<file path="src/rtl/matrix_op_dispatcher.sv">
// ============================================================================
// matrix_op_dispatcher : launches one matrix op unit per command, lends it the
// shared BRAM read port and writer port, and returns its final status.
// Revision: 1.0
// ============================================================================
`default_nettype none

package matrix_op_pkg;
   localparam int MATRIX_ADDR_WIDTH = 12;
   localparam int MATRIX_DATA_WIDTH = 16;

   typedef enum logic [2:0] {
      MATRIX_OP_STATUS_IDLE         = 3'd0,
      MATRIX_OP_STATUS_BUSY         = 3'd1,
      MATRIX_OP_STATUS_SUCCESS      = 3'd2,
      MATRIX_OP_STATUS_ERR_ID       = 3'd3,
      MATRIX_OP_STATUS_ERR_INTERNAL = 3'd4,
      MATRIX_OP_STATUS_ERR_DIM      = 3'd5
   } matrix_op_status_e;
endpackage

module matrix_op_dispatcher
   import matrix_op_pkg::*;
#(
   parameter int NUM_UNITS      = 4,
   parameter int ADDR_WIDTH     = MATRIX_ADDR_WIDTH,
   parameter int DATA_WIDTH     = MATRIX_DATA_WIDTH,
   parameter int LAUNCH_TIMEOUT = 16
) (
   input  logic                                  clk,
   input  logic                                  rst_n,
   input  logic                                  cmd_start,
   input  logic [2:0]                            cmd_op,
   input  logic [2:0]                            cmd_a_id,
   input  logic [2:0]                            cmd_b_id,
   output logic                                  busy,
   output logic                                  done,
   output matrix_op_status_e                     status,
   output logic [NUM_UNITS-1:0]                  unit_start,
   output logic [2:0]                            unit_a_id,
   output logic [2:0]                            unit_b_id,
   input  logic [NUM_UNITS-1:0]                  unit_busy,
   input  matrix_op_status_e [NUM_UNITS-1:0]     unit_status,
   input  logic [NUM_UNITS-1:0][ADDR_WIDTH-1:0]  unit_read_addr,
   output logic [ADDR_WIDTH-1:0]                 read_addr,
   input  logic [NUM_UNITS-1:0]                  unit_write_request,
   input  logic [NUM_UNITS-1:0]                  unit_data_valid,
   input  logic [NUM_UNITS-1:0][DATA_WIDTH-1:0]  unit_data_in,
   input  logic [NUM_UNITS-1:0][2:0]             unit_matrix_id,
   input  logic [NUM_UNITS-1:0][7:0]             unit_actual_rows,
   input  logic [NUM_UNITS-1:0][7:0]             unit_actual_cols,
   output logic                                  write_request,
   output logic                                  data_valid,
   output logic [DATA_WIDTH-1:0]                 data_in,
   output logic [2:0]                            matrix_id,
   output logic [7:0]                            actual_rows,
   output logic [7:0]                            actual_cols,
   input  logic                                  write_ready,
   input  logic                                  writer_ready,
   input  logic                                  write_done,
   output logic [NUM_UNITS-1:0]                  unit_write_ready,
   output logic [NUM_UNITS-1:0]                  unit_writer_ready,
   output logic [NUM_UNITS-1:0]                  unit_write_done
);

   localparam int C_SEL_W = (NUM_UNITS > 1) ? $clog2(NUM_UNITS) : 1;
   localparam int C_CNT_W = $clog2(LAUNCH_TIMEOUT + 1);
   localparam logic [C_CNT_W-1:0] C_CNT_LAST = C_CNT_W'(LAUNCH_TIMEOUT - 1);

   typedef enum logic [2:0] {
      S_IDLE      = 3'd0,
      S_CHECK     = 3'd1,
      S_LAUNCH    = 3'd2,
      S_WAIT_BUSY = 3'd3,
      S_RUN       = 3'd4,
      S_CAPTURE   = 3'd5,
      S_DONE      = 3'd6
   } state_t;

   state_t               r_state;
   logic [2:0]           r_sel;
   logic [C_CNT_W-1:0]   r_cnt;
   logic [C_SEL_W-1:0]   w_idx;
   logic                 w_sel_bad;
   logic                 w_active;

   assign w_idx     = r_sel[C_SEL_W-1:0];
   assign w_sel_bad = (32'(r_sel) >= NUM_UNITS);
   assign w_active  = (r_state == S_LAUNCH) || (r_state == S_WAIT_BUSY) ||
                      (r_state == S_RUN)    || (r_state == S_CAPTURE);
   assign busy      = (r_state != S_IDLE);

   always_ff @(posedge clk or negedge rst_n) begin
      if (!rst_n) begin
         r_state    <= S_IDLE;
         r_sel      <= '0;
         r_cnt      <= '0;
         unit_a_id  <= '0;
         unit_b_id  <= '0;
         unit_start <= '0;
         done       <= 1'b0;
         status     <= MATRIX_OP_STATUS_IDLE;
      end else begin
         unit_start <= '0;
         done       <= 1'b0;
         case (r_state)
            S_IDLE: begin
               if (cmd_start) begin
                  r_sel     <= cmd_op;
                  unit_a_id <= cmd_a_id;
                  unit_b_id <= cmd_b_id;
                  r_state   <= S_CHECK;
               end
            end
            S_CHECK: begin
               if (w_sel_bad) begin
                  status  <= MATRIX_OP_STATUS_ERR_ID;
                  done    <= 1'b1;
                  r_state <= S_DONE;
               end else begin
                  status            <= MATRIX_OP_STATUS_BUSY;
                  unit_start[w_idx] <= 1'b1;
                  r_state           <= S_LAUNCH;
               end
            end
            S_LAUNCH: begin
               r_cnt   <= '0;
               r_state <= S_WAIT_BUSY;
            end
            S_WAIT_BUSY: begin
               if (unit_busy[w_idx]) begin
                  r_state <= S_RUN;
               end else if (r_cnt == C_CNT_LAST) begin
                  status  <= MATRIX_OP_STATUS_ERR_INTERNAL;
                  done    <= 1'b1;
                  r_state <= S_DONE;
               end else begin
                  r_cnt <= r_cnt + C_CNT_W'(1);
               end
            end
            S_RUN: begin
               if (!unit_busy[w_idx]) begin
                  r_state <= S_CAPTURE;
               end
            end
            S_CAPTURE: begin
               // Sampled a cycle after busy falls so the unit's last status write lands.
               status  <= unit_status[w_idx];
               done    <= 1'b1;
               r_state <= S_DONE;
            end
            S_DONE: begin
               r_state <= S_IDLE;
            end
            default: begin
               r_state <= S_IDLE;
            end
         endcase
      end
   end

   // Only the selected unit sees the shared ports; the rest get zeros.
   always_comb begin
      read_addr         = '0;
      write_request     = 1'b0;
      data_valid        = 1'b0;
      data_in           = '0;
      matrix_id         = '0;
      actual_rows       = '0;
      actual_cols       = '0;
      unit_write_ready  = '0;
      unit_writer_ready = '0;
      unit_write_done   = '0;
      if (w_active) begin
         read_addr                = unit_read_addr[w_idx];
         write_request            = unit_write_request[w_idx];
         data_valid               = unit_data_valid[w_idx];
         data_in                  = unit_data_in[w_idx];
         matrix_id                = unit_matrix_id[w_idx];
         actual_rows              = unit_actual_rows[w_idx];
         actual_cols              = unit_actual_cols[w_idx];
         unit_write_ready[w_idx]  = write_ready;
         unit_writer_ready[w_idx] = writer_ready;
         unit_write_done[w_idx]   = write_done;
      end
   end

endmodule

`default_nettype wire

</file>
<file path="config.mk">
export PLATFORM = sky130hd
export DESIGN_NAME = matrix_op_dispatcher
export DESIGN_NICKNAME = d
export VERILOG_FILES = /design/src/rtl/matrix_op_dispatcher.sv
export SDC_FILE = /design/constraint.sdc
export NUM_CORES = 1
export LEC_CHECK = 0
export ABC_AREA = 1
export BUFFER_PORTS_ARGS = -buffer_cell sky130_fd_sc_hd__buf_2
export CORE_AREA = 2 2 119 121
export CTS_BUF_LIST = sky130_fd_sc_hd__clkbuf_2
export DETAILED_ROUTE_END_ITERATION = 8
export DIE_AREA = 0 0 121 123
export PLACE_DENSITY = 0.61
export SYNTH_ARGS = -nofsm -noshare
export SYNTH_HDL_FRONTEND = slang
export SYNTH_SLANG_ARGS = --single-unit
</file>
<file path="constraint.sdc">
create_clock -name clk -period 2.6 [get_ports clk]
set_clock_uncertainty 0.1 [all_clocks]
set_input_delay 0.13 -clock clk [delete_from_list [all_inputs] [get_ports clk]]
set_output_delay 0.13 -clock clk [all_outputs]
set_load 0.1 [all_outputs]
</file>
**Yosys cells after proc, flatten, opt, wreduce, memory -nomap -nowiden**

Index checks and enable logic that the tools add are counted.

- Output and inout port bits: 76
- Register bits after elaboration: 25
- Word-level logic and storage cells: 88
- Input bits: 227

- Reduce and logical (&&, ||, !) cells: 12
- Add/subtract/negate cells: 1
- Equality and inequality tests: 12
- Bitwise operators: 3
- Multiplexer cells: 49
- Magnitude comparators: 3

Operator list:

| kind | count |
|---|---|
| 16-bit binary-select mux with 2-bit select | 1 |
| 8-bit binary-select mux with 2-bit select | 2 |
| 16-bit 2-to-1 mux | 2 |
| 8-bit 2-to-1 mux | 4 |
| 3-bit 2-to-1 mux | 10 |
| 12-bit binary-select mux with 2-bit select | 1 |
| 12-bit 2-to-1 mux | 2 |
| 4-bit 2-to-1 mux | 5 |
| 3-bit case mux with 6 select lines | 1 |
| 4-bit AND | 3 |
| 3-bit binary-select mux with 2-bit select | 2 |
| 5-bit 2-to-1 mux | 2 |
| 5-bit case mux with 2 select lines | 1 |
| 1-bit 2-to-1 mux | 9 |
| 3-bit case mux with 3 select lines | 1 |
| 3-bit AND reduction | 3 |
| 2-bit inequality test, second input constant | 4 |
| 1-bit binary-select mux with 2-bit select | 3 |
| 3-bit by 2-bit == test with 1-bit output, second input constant | 2 |
| 3-bit == test, second input constant | 2 |
| 3-bit nonzero test | 2 |
| 5-bit by 1-bit adder with 5-bit output, second input constant | 1 |
| 5-bit by 4-bit == test with 1-bit output, second input constant | 1 |
| 3-bit by 1-bit == test with 1-bit output, second input constant | 1 |
| other kinds (13) | 15 |

**Depth between registers and ports, before layout**

- Depth after elaboration: 6
- Depth in mapped cells: 10
- Mapped depth without buffers: 10

**Worst setup path before layout**

No wires, ideal clock.

- Path kind: flip-flop to output port
- From: register r_sel[1]
- To: output port data_in[10]
- Arrival time: 2.611 ns
- Buffers on the path: 2
- Stages on the path, launching flop included: 7
- Path slack: -0.241 ns
- Required time: 2.370 ns
- Cell sequence: dfrtp_1 -> buf_2 -> inv_1 -> nor2_2 -> buf_2 -> nand2_1 -> a31oi_1

- Longest elaborated chain between the ends: 3

Ends and longest elaborated chain:

| what | line | source |
|---|---|---|
| start: declaration | 81 | `logic [2:0] r_sel;` |
| start signal: assignment | 109 | `r_sel <= cmd_op;` |
| 16-bit binary-select mux with 2-bit select | 178 | `data_in = unit_data_in[w_idx];` |
| 16-bit 2-to-1 mux (implied by the code) | 178 |  |
| 16-bit 2-to-1 mux | 174 | `if (w_active) begin` |
| end: declaration | 54 | `output logic [DATA_WIDTH-1:0] data_in,` |

Every way passes these cells. The select of a mux whose other input is x is not followed.

**Worst setup path after layout**

- From: register r_sel[1]
- To: output port unit_write_ready[2]

- Longest elaborated chain between the ends: 6
- Elaborated cells on any way between the ends: 7

Ends and longest elaborated chain:

| what | line | source |
|---|---|---|
| 2-bit by 3-bit < comparator with 1-bit output (implied by the code) or 2-bit by 1-bit greater-or-equal comparator with 1-bit output (tied branches) | 182 | `unit_write_ready[w_idx] = write_ready;` |
| 1-bit logical AND (implied by the code) | 182 |  |
| 1-bit 2-to-1 mux (implied by the code) | 182 |  |
| 1-bit demux with 2-bit select * | 182 |  |
| 4-bit AND (no source line) * | - |  |
| 4-bit 2-to-1 mux * | 174 |  |
| end: declaration | 61 | `output logic [NUM_UNITS-1:0] unit_write_ready,` |

Mark *: on every way between the ends. The rest lies on a longest branch, timed or not.

==> key figures <==
Cells and area
  – Most common cell after layout, fill and taps aside: buf_2
  – Fin cells: 904
  – Final net count: 953
  – Area grow syn2layout: 115%
  – Layout cell share with drive strength beyond 1: 52.7%
  – Most frequent cells in the layout: 250 x buf_2, 179 x nand2_1, 50 x buf_12

Timing
  – Fmax: 0.410 GHz
  – Setup violations, final: 0
  – Worst slew pin tran: 0.575 ns
  – Setup TNS: 0 ns
  – Fin crit share: 93.9%
  – Max-slew violations: 0
  – Rel. slew slack: 61.6%
  – Unrepaired setup endpoints after global routing: false
  – Final Critical Period: 2.44 ns
  – Final Hold Fails: 0

Die
  – Die height: 123 um
  – Initial Util: 18.8%
  – Core ar.: 0.0136 sq mm
  – Die Area: 0.0149 sq mm
  – Die span in x: 121 um
  – IO Pins: 303
  – Std-Cell Rows: 43

Worst setup path
  – Worst Path Required: 2.37 ns
  – Worst-case reg-to-reg path depth: 6
  – CP startpoint: r_sel[1]
  – Max incr delay on CP: 0.58 ns
  – Crit path DAT: 2.21 ns
  – Crit-path max FO: 27
  – RR Startpoint: r_state[1]
  – Crit path kind: reg -> out
  – Crit path capture type: output pin
  – Crit path cell chain: inv_1 -> nor2_4 -> buf_4 -> inv_1 -> nor2_1 -> clkbuf_4
  – Startpoint Class: register
  – Slowest CP cell: dfrtp_1
  – CP bufs+invs: 4
  – Crit-path leading delay family: buffers and inverters
  – Levels on crit path: 6
  – Cell mode on critical path: inv_1

Clock tree
  – Total CTS buffers: 3
  – Clock buffer depth: 2
  – Root buffer cell: clkbuf_2
  – CTS tree: done
  – Clock Latency Late Sink: 0.36 ns
  – H-tree levels: 1
  – CTS clk-pin slew, worst paths: 0.25 ns
  – TritonCTS Sinks: 25
  – Buffer count from post-CTS setup fixing: 0

Placed design
  – Port bufs: 302
  – Hpwl dp: 11.3 mm
  – Dpl cells: 883
  – Gpl congestion: 0.885

Min path
  – Worst hold path type: in -> reg
  – Min-Delay Path Depth: 5
  – Hold Crit Start: cmd_start

Global routing
  – Number of global-route vias before repair: 4,140
  – Initial antenna violation count: 1
  – GRT Residual Overflow: 0
  – First-pass GRT wire length: 21.1 mm
  – Gr usage total: 17.7%
  – Pin count of the biggest net entering global routing: 28

Synthesis
  – Post-synthesis sequential area ratio: 24.5%
  – Simple-Gate Fraction of Synth Area: 36.0%
  – Multiplexer area fraction after synthesis: 0%
  – Synthesis Warnings: 0
  – Main combinational cell family by area after synthesis: simple AND/OR/NAND/NOR gates
  – Yosys cell types: 24
  – Adder-cell share of the synthesized area: 0.979%
  – Synth Instances: 419
  – #FFs+latches synth: 25
  – Mapped Area: 0.00255 sq mm
  – Synth Area in Compound Gates: 29.1%
  – Xor/xnor share of the synthesized area: 0.686%
  – Average size of a mapped cell: 6.10 sq um
  – Post-Syn Nets: 648

Detailed routing
  – Pre-antenna DRT Iters: 4
  – Starting DRC count in detailed routing: 215
  – Antenna Nets Post-Route: 0
  – Via density per instance: 4.63
  – Final wirelength: 14.3 mm
  – DR vias: 4,184
  – Routed wire per std cell: 15.8 um
  – Drc violations: 0

Run
  – Max_cap viols: 0

Status
  – Status: finished, final reports clean
[kinds of logic after synthesis]
group / after synthesis
flip-flops: 25
buffers and inverters: 47
AND/OR/NAND/NOR: 232
XOR/XNOR: 2
adder cells (fa/ha/maj): 2
AO/OA/AOI/OAI: 111
[through the flow]
stage	utilization (%)	hold WS (ns)	area [sq um]	setup WS (ns)
floorplan	-	-0.266	2860	0.0857
global placement	39.0	0.0584	5300	0.520
detailed placement	39.0	0.0632	5300	0.506
CTS	40.3	0.0732	5480	0.0629
global route	40.4	0.109	5500	0.0191
finish	40.4	0.0812	5500	0.160
[state kept, by name, summed over array words and instances (netlist names)]
register,count
r_cnt,5
done,1
unit_start,4
status,3
unit_b_id,3
unit_a_id,3
r_state,3
r_sel,3
[path summary, 6_finish.rpt]
| path | end | slack [ns] |
|---|---|---|
| setup / recovery | unit_write_ready[2] | 0.16 |
| hold / removal | r_state[2] | 0.08 |
| setup reg to reg | unit_b_id[0] | 0.74 |
| hold reg to reg | status[1] | 0.41 |
| max in group asynchronous | r_sel[0] | 1.85 |
| min in group asynchronous | r_state[2] | 0.15 |
[metal layers]
metal	vias to the layer above	global-route usage [%]	wire, um
met5	-	0	0
met4	0	3.49	173
met3	14	3.09	1110
met2	181	34.2	7470
met1	1928	20.3	5540
li1	2061	-	-
[cell type report]
cell class,instances,area [sq um]
Antenna cell,1,2.50
Clock buffer,3,15.0
Clock inverter,1,5.00
Fill cell,1409,8120
Inverter,18,70.1
Multi-Input combinational cell,347,2040
Sequential cell,25,627
Tap cell,180,225
Timing Repair Buffer,329,2510
[synthesized netlist by cell type]
cell,n,area [sq um]
a21oi_1,6,30.0
a21oi_2,1,8.76
a22oi_1,49,368
a31oi_1,49,307
and3_1,1,6.26
buf_2,26,130
buf_4,1,7.51
buf_6,1,11.3
clkbuf_1,1,3.75
dfrtp_1,25,626
ha_1,2,25.0
inv_1,14,52.6
inv_2,3,11.3
inv_4,1,6.26
nand2_1,179,672
nand2_2,4,25.0
nand3_1,15,75.1
nand4_1,2,12.5
nor2_1,27,101
nor2_2,2,12.5
nor2_4,1,11.3
nor3_1,1,5.00
o21ai_0,6,30.0
xor2_1,2,17.5
[worst register-to-register path: cells and delay by family (launching register included)]
family	cells	cell delay (ns)
buffers and inverters	2	0.69
flip-flops	1	0.52
AND/OR/NAND/NOR	4	0.52
[timing repair]
action                                 4_1_cts  5_1_grt
hold buffers                                16        0
setup endpoints to repair                    0        5
gates resized for setup                      0        4
endpoints found under the hold margin       34        0
Power is left out: the tool's default activity adds up to more than one toggle a clock period on the data nets, which glitch-free logic cannot reach.
